$ cat src/rtl/cpu16_pkg.sv
// Shared ISA encodings, control codes and FSM state type for the 16-bit
// multicycle datapath.
package cpu16_pkg;

  localparam logic [3:0] OP_R    = 4'd0;
  localparam logic [3:0] OP_LW   = 4'd1;
  localparam logic [3:0] OP_SW   = 4'd2;
  localparam logic [3:0] OP_ADDI = 4'd3;
  localparam logic [3:0] OP_BEQ  = 4'd4;
  localparam logic [3:0] OP_BNE  = 4'd5;
  localparam logic [3:0] OP_JMP  = 4'd6;

  localparam logic [3:0] FN_ADD = 4'd0;
  localparam logic [3:0] FN_SUB = 4'd1;
  localparam logic [3:0] FN_SLL = 4'd2;
  localparam logic [3:0] FN_AND = 4'd3;

  localparam logic [3:0] ALU_ADD = 4'd0;
  localparam logic [3:0] ALU_SUB = 4'd1;
  localparam logic [3:0] ALU_SLL = 4'd2;
  localparam logic [3:0] ALU_AND = 4'd3;

  localparam logic [1:0] PC_INC    = 2'b00;
  localparam logic [1:0] PC_BRANCH = 2'b01;
  localparam logic [1:0] PC_JUMP   = 2'b10;

  typedef enum logic [2:0] {
    ST_FETCH,
    ST_DECODE,
    ST_EXEC,
    ST_MEM,
    ST_WB,
    ST_FAULT
  } state_e;

  typedef enum logic [2:0] {
    CL_R,
    CL_LW,
    CL_SW,
    CL_ADDI,
    CL_BEQ,
    CL_BNE,
    CL_JMP
  } iclass_e;

endpackage

$ cat src/rtl/isa_decoder.sv
// Combinational opcode/funct classifier; flags every encoding outside the
// supported instruction set as illegal.
module isa_decoder
  import cpu16_pkg::*;
(
  input  logic [3:0] opcode_i,
  input  logic [3:0] funct_i,
  output iclass_e    iclass_o,
  output logic       illegal_o
);

  always_comb begin
    iclass_o  = CL_R;
    illegal_o = 1'b0;
    case (opcode_i)
      OP_R: begin
        iclass_o  = CL_R;
        illegal_o = (funct_i > FN_AND);
      end
      OP_LW:   iclass_o = CL_LW;
      OP_SW:   iclass_o = CL_SW;
      OP_ADDI: iclass_o = CL_ADDI;
      OP_BEQ:  iclass_o = CL_BEQ;
      OP_BNE:  iclass_o = CL_BNE;
      OP_JMP:  iclass_o = CL_JMP;
      default: illegal_o = 1'b1;
    endcase
  end

endmodule

$ cat src/rtl/multicycle_sequencer.sv
// FETCH/DECODE/EXEC/MEM/WB control FSM with memory handshake, timeout watchdog
// and a sticky FAULT state.
module multicycle_sequencer
  import cpu16_pkg::*;
#(
  parameter int unsigned MEM_TIMEOUT = 16
) (
  input  logic        clk,
  input  logic        rst_n,
  input  logic        run,
  input  logic [15:0] ir,
  input  logic        alu_zero,
  input  logic        mem_ack,
  output logic        mem_req,
  output logic        mem_we,
  output logic        ir_we,
  output logic        pc_we,
  output logic [1:0]  pc_sel,
  output logic        reg_we,
  output logic        reg_dst,
  output logic        wb_sel,
  output logic        alu_src,
  output logic [3:0]  alu_op,
  output logic        retire,
  output logic        fault
);

  localparam int unsigned TW = $clog2(MEM_TIMEOUT + 1);
  localparam logic [TW-1:0] TMO_LAST = TW'(MEM_TIMEOUT - 1);

  state_e        state_q, state_d;
  iclass_e       cls_q, dec_cls;
  logic [3:0]    funct_q;
  logic [TW-1:0] tmo_q, tmo_d;
  logic          fetch_busy_q, fetch_busy_d;
  logic          dec_illegal;
  logic          ir_unused;

  assign ir_unused = ^ir[11:4];

  isa_decoder u_dec (
    .opcode_i  (ir[15:12]),
    .funct_i   (ir[3:0]),
    .iclass_o  (dec_cls),
    .illegal_o (dec_illegal)
  );

  always_comb begin
    state_d = state_q;
    mem_req = 1'b0;
    mem_we  = 1'b0;
    ir_we   = 1'b0;
    pc_we   = 1'b0;
    pc_sel  = PC_INC;
    reg_we  = 1'b0;
    reg_dst = 1'b0;
    wb_sel  = 1'b0;
    alu_src = 1'b0;
    alu_op  = ALU_ADD;
    retire  = 1'b0;
    fault   = 1'b0;

    case (state_q)
      ST_FETCH: begin
        // A fetch already issued stays requested even if run falls before ack.
        mem_req = run | fetch_busy_q;
        if (mem_req && mem_ack) begin
          ir_we   = 1'b1;
          pc_we   = 1'b1;
          pc_sel  = PC_INC;
          state_d = ST_DECODE;
        end
      end
      ST_DECODE: begin
        if (dec_illegal) begin
          state_d = ST_FAULT;
        end else if (dec_cls == CL_JMP) begin
          pc_we   = 1'b1;
          pc_sel  = PC_JUMP;
          retire  = 1'b1;
          state_d = ST_FETCH;
        end else begin
          state_d = ST_EXEC;
        end
      end
      ST_EXEC: begin
        case (cls_q)
          CL_R: begin
            alu_op  = funct_q;
            state_d = ST_WB;
          end
          CL_ADDI: begin
            alu_src = 1'b1;
            state_d = ST_WB;
          end
          CL_LW, CL_SW: begin
            alu_src = 1'b1;
            state_d = ST_MEM;
          end
          default: begin
            alu_op = ALU_SUB;
            if ((cls_q == CL_BEQ && alu_zero) || (cls_q == CL_BNE && !alu_zero)) begin
              pc_we  = 1'b1;
              pc_sel = PC_BRANCH;
            end
            retire  = 1'b1;
            state_d = ST_FETCH;
          end
        endcase
      end
      ST_MEM: begin
        mem_req = 1'b1;
        mem_we  = (cls_q == CL_SW);
        if (mem_ack) begin
          if (cls_q == CL_SW) begin
            retire  = 1'b1;
            state_d = ST_FETCH;
          end else begin
            state_d = ST_WB;
          end
        end
      end
      ST_WB: begin
        reg_we  = 1'b1;
        retire  = 1'b1;
        reg_dst = (cls_q == CL_R);
        wb_sel  = (cls_q == CL_LW);
        state_d = ST_FETCH;
      end
      default: begin
        fault = 1'b1;
      end
    endcase

    if (mem_req && !mem_ack && tmo_q == TMO_LAST) begin
      state_d = ST_FAULT;
    end

    if (!rst_n) begin
      mem_req = 1'b0;
      mem_we  = 1'b0;
      ir_we   = 1'b0;
      pc_we   = 1'b0;
      pc_sel  = PC_INC;
      reg_we  = 1'b0;
      reg_dst = 1'b0;
      wb_sel  = 1'b0;
      alu_src = 1'b0;
      alu_op  = ALU_ADD;
      retire  = 1'b0;
      fault   = 1'b0;
    end
  end

  always_comb begin
    tmo_d = tmo_q;
    if (state_d != state_q) begin
      tmo_d = '0;
    end else if (mem_req && !mem_ack) begin
      tmo_d = tmo_q + 1'b1;
    end
    fetch_busy_d = (state_q == ST_FETCH) && (state_d == ST_FETCH) && mem_req && !mem_ack;
  end

  always_ff @(posedge clk) begin
    if (!rst_n) begin
      state_q      <= ST_FETCH;
      tmo_q        <= '0;
      fetch_busy_q <= 1'b0;
      cls_q        <= CL_R;
      funct_q      <= '0;
    end else begin
      state_q      <= state_d;
      tmo_q        <= tmo_d;
      fetch_busy_q <= fetch_busy_d;
      if (state_q == ST_DECODE) begin
        cls_q   <= dec_cls;
        funct_q <= ir[3:0];
      end
    end
  end

endmodule

$ cat config.mk
export PLATFORM = sky130hd
export DESIGN_NAME = multicycle_sequencer
export DESIGN_NICKNAME = d
export VERILOG_FILES = /design/src/rtl/cpu16_pkg.sv /design/src/rtl/isa_decoder.sv /design/src/rtl/multicycle_sequencer.sv
export SDC_FILE = /design/constraint.sdc
export NUM_CORES = 1
export LEC_CHECK = 0
export BUFFER_PORTS_ARGS = -buffer_cell sky130_fd_sc_hd__buf_2
export CAP_MARGIN = 10
export CORE_MARGIN = 3
export CORE_UTILIZATION = 44
export CTS_CLUSTER_SIZE = 8
export DETAILED_ROUTE_END_ITERATION = 6
export GPL_TIMING_DRIVEN = 0
export PLACE_DENSITY = 0.74
export SLEW_MARGIN = 5
export SYNTH_ARGS = -nofsm -noshare
export SYNTH_HDL_FRONTEND = slang
export SYNTH_SLANG_ARGS = --single-unit
export TNS_END_PERCENT = 100
$ cat constraint.sdc
create_clock -name clk -period 2.3 [get_ports clk]
set_clock_uncertainty 0.2 [all_clocks]
set_input_delay 0 -clock clk [delete_from_list [all_inputs] [get_ports clk]]
set_output_delay 0 -clock clk [all_outputs]
set_load 0.005 [all_outputs]
==> results.yml <==
run_status:
  outcome: "finished clean"
timing:
  rsz0062_at_grt: "true"
  postLayoutSetupSlackWorst_ns: 0.0521
  period_share: 0.977
  final_max_slew_viol_count: 0
  final_hold_viol_count: 0
  max_freq_ghz: 0.445
  min_period_ns: 2.25
  setup_violations: 0
  worst_hold_slack_ns: 0.0406
  maxSlewHeadroom: 0.633
  tightest_slew_ns: 0.545
routing:
  num_vias: 1211
  wl_per_cell_um: 14.9
  wl_met2_mm: 1.52
  top_layer: "met4"
  drt_wl_total_mm: 3.18
  ant_nets: 0
  wl_met3_um: 175
  vias_per_cell: 5.66
  drt-pass1-iter-count: 4
  drc_errors: 0
  met1Wirelength_mm: 1.44
  first_iter_violations: 37
logic_synthesis:
  ys.flop_type: "dfxtp_1"
  synth_enable_flop_cells: 0
  synth_area_mm2: 0.00109
  synth_cell_types: 39
  yosysSeqAreaShare: 0.293
  syn_nets: 161
  ys_ff_latch: 16
  synth_area_per_cell_um2: 7.92
  synthCells: 138
  synth-async-reset-ratio: 0
  ys.warnings.count: 0
placed_design:
  port_buffers: 28
  hpwl_mm: 2.10
  pre_cts_slack_ns: -0.0604
  gp_congestion: 0.898
  place_area_mm2: 0.00127
critical_path:
  cp-start-kind: "flip-flop"
  worst-r2r-cell-count: 5
  endpoint: "tmo_q[4]"
  end_kind: "flip-flop"
  crit_type: "flip-flop to flip-flop"
  worst_ep_required_time_ns: 2.30
  arrival_ns: 2.25
  critPathLaunch: "state_q[1]"
  worstPathMaxFanout: 7
  r2r_start: "state_q[1]"
  r2r_slack_ns: 0.05
  reg2reg_to: "tmo_q[4]"
layout:
  final_cell_mix: "31 x buf_2, 20 x nor2_1, 13 x dfxtp_1, 11 x dlygate4sd3_1, 10 x a21oi_1"
  final_area_mm2: 0.00156
  areaGrowthSynthToFinish_pct: 42.7
  drive_above_1_share: 0.349
  regArea_um2: 327
  fin_util: 0.685
  nFillCells: 187
  multi_input_area_um2: 812
  diodes: 0
  layout_commonest_cell: "buf_2"
  nets: 211
grt:
  antenna_found_initial: 0
  grt_max_degree: 13
  overflow: 0
  grt_pass1_vias: 1127
  grt_pass1_wl_mm: 5.06
  grt_use_total: 0.199
floorplanning:
  die_area_mm2: 0.00312
  core_area_mm2: 0.00228
  rows: 17
  die_y_um: 55.8
  start_util: 0.480
  io_pins: 37
  die_w_um: 55.8
pwr:
  vdd_drop_max_uv: 413
  power.density_mw_per_mm2: 439
  totalPowerFinal_uw: 684
  p_leak_nw: 0.658
cts:
  cts-root-buf: "clkbuf_4"
  worstSkewPairLatency_ns: 0.29
  cts_max_level: 1
  clock_sinks: 16
  clk_pin_slew_worst_paths_ns: 0.10
  clockBufferDepth: 2
  cts_buffers: 3
  cts_tree: "yes"
hold_path:
  hp-class: "input port to flip-flop"
flow_run:
  maxCapViolations: 0
[routing by layer]
layer | vias up | track usage
met5 | - | 0
met4 | 0 | 0.0847
met3 | 4 | 0.0325
met2 | 35 | 0.319
met1 | 581 | 0.264
li1 | 591 | -
[how the worst min path moves through the flow]
stage	cells after the start	slack, ns	startpoint	end
after floorplan	1	-0.09	rst_n	ir_we
after global placement	3	0.03	ir[0]	funct_q[0]
after detailed placement	3	0.04	ir[1]	funct_q[1]
after CTS	4	0.04	ir[14]	state_q[1]
after global routing	4	0.09	ir[14]	state_q[1]
final	4	0.04	ir[14]	state_q[1]
[flip-flops by register name, indices dropped and copies added (netlist names)]
name and cells:
cls_q 3, fetch_busy_q 1, funct_q 4, state_q 3
tmo_q 5
[cell usage after synthesis, types with 2 or more instances]
cell type,count,share of area
a2111oi_0,2,0.016
and3_1,4,0.023
ha_1,2,0.023
a21oi_1,10,0.046
nor2_1,20,0.069
nor3_1,13,0.060
nor2b_1,4,0.023
mux2i_1,5,0.046
nand3_1,2,0.0092
inv_1,7,0.024
nand2_1,7,0.024
nand2b_1,4,0.023
nor4b_1,2,0.016
o21ai_0,2,0.0092
buf_2,3,0.014
and2_1,3,0.017
clkbuf_1,2,0.0069
nor4_1,6,0.034
xnor2_1,5,0.040
dfxtp_1,16,0.29
[kinds of logic (layout without fill, tap and decap cells)]
| family | count (synthesis) | count (layout) | share of synthesized area |
|---|---|---|---|
| multiplexers | 5 | 5 | 0.0458 |
| XOR/XNOR | 5 | 5 | 0.0401 |
| buffers and inverters | 13 | 61 | 0.0550 |
| AO/OA/AOI/OAI | 23 | 23 | 0.165 |
| AND/OR/NAND/NOR | 74 | 74 | 0.378 |
| adder cells (fa/ha/maj) | 2 | 2 | 0.0229 |
| flip-flops | 16 | 16 | 0.293 |
[layout make-up]
class / count / area share
repair buffers: 46 / 0.197
plain buffers: 5 / 0.0193
inverters: 7 / 0.0169
clock buffers: 3 / 0.0144
multi-input cells: 109 / 0.521
flip-flops and latches: 16 / 0.209
well taps: 28 / 0.0225
[through the flow]
stage               instances  setup TNS (ns)
floorplan                 138               0
global placement          194         -0.0568
detailed placement        194         -0.0604
CTS                       210               0
global route              214         -0.0645
finish                    214               0
[critical path, stage by stage (launching register included)]
cell       delay, ns
dfxtp_1         0.39
or2_2           0.39
o21a_2          0.28
nor3_2          0.48
nor2_1          0.14
a2111oi_4       0.28
[repair_timing]
| item | in CTS | in global routing |
|---|---|---|
| resized for setup | 8 | 14 |
| buffers inserted | 3 | 4 |
| cloned | 0 | 0 |
| setup endpoints to repair | 4 | 7 |
| endpoints found under the hold margin | 10 | 0 |
| pin swaps | 2 | 5 |
| hold buffers | 11 | 0 |
[report_power, final]
group	total (mW)	internal (mW)	leakage [nW]	switching [mW]
Combinational	0.225	0.101	0.513	0.123
Clock	0.155	0.0609	0.0138	0.0944
Sequential	0.304	0.291	0.131	0.0137
No activity file was read; power rests on OpenSTA's default activity.
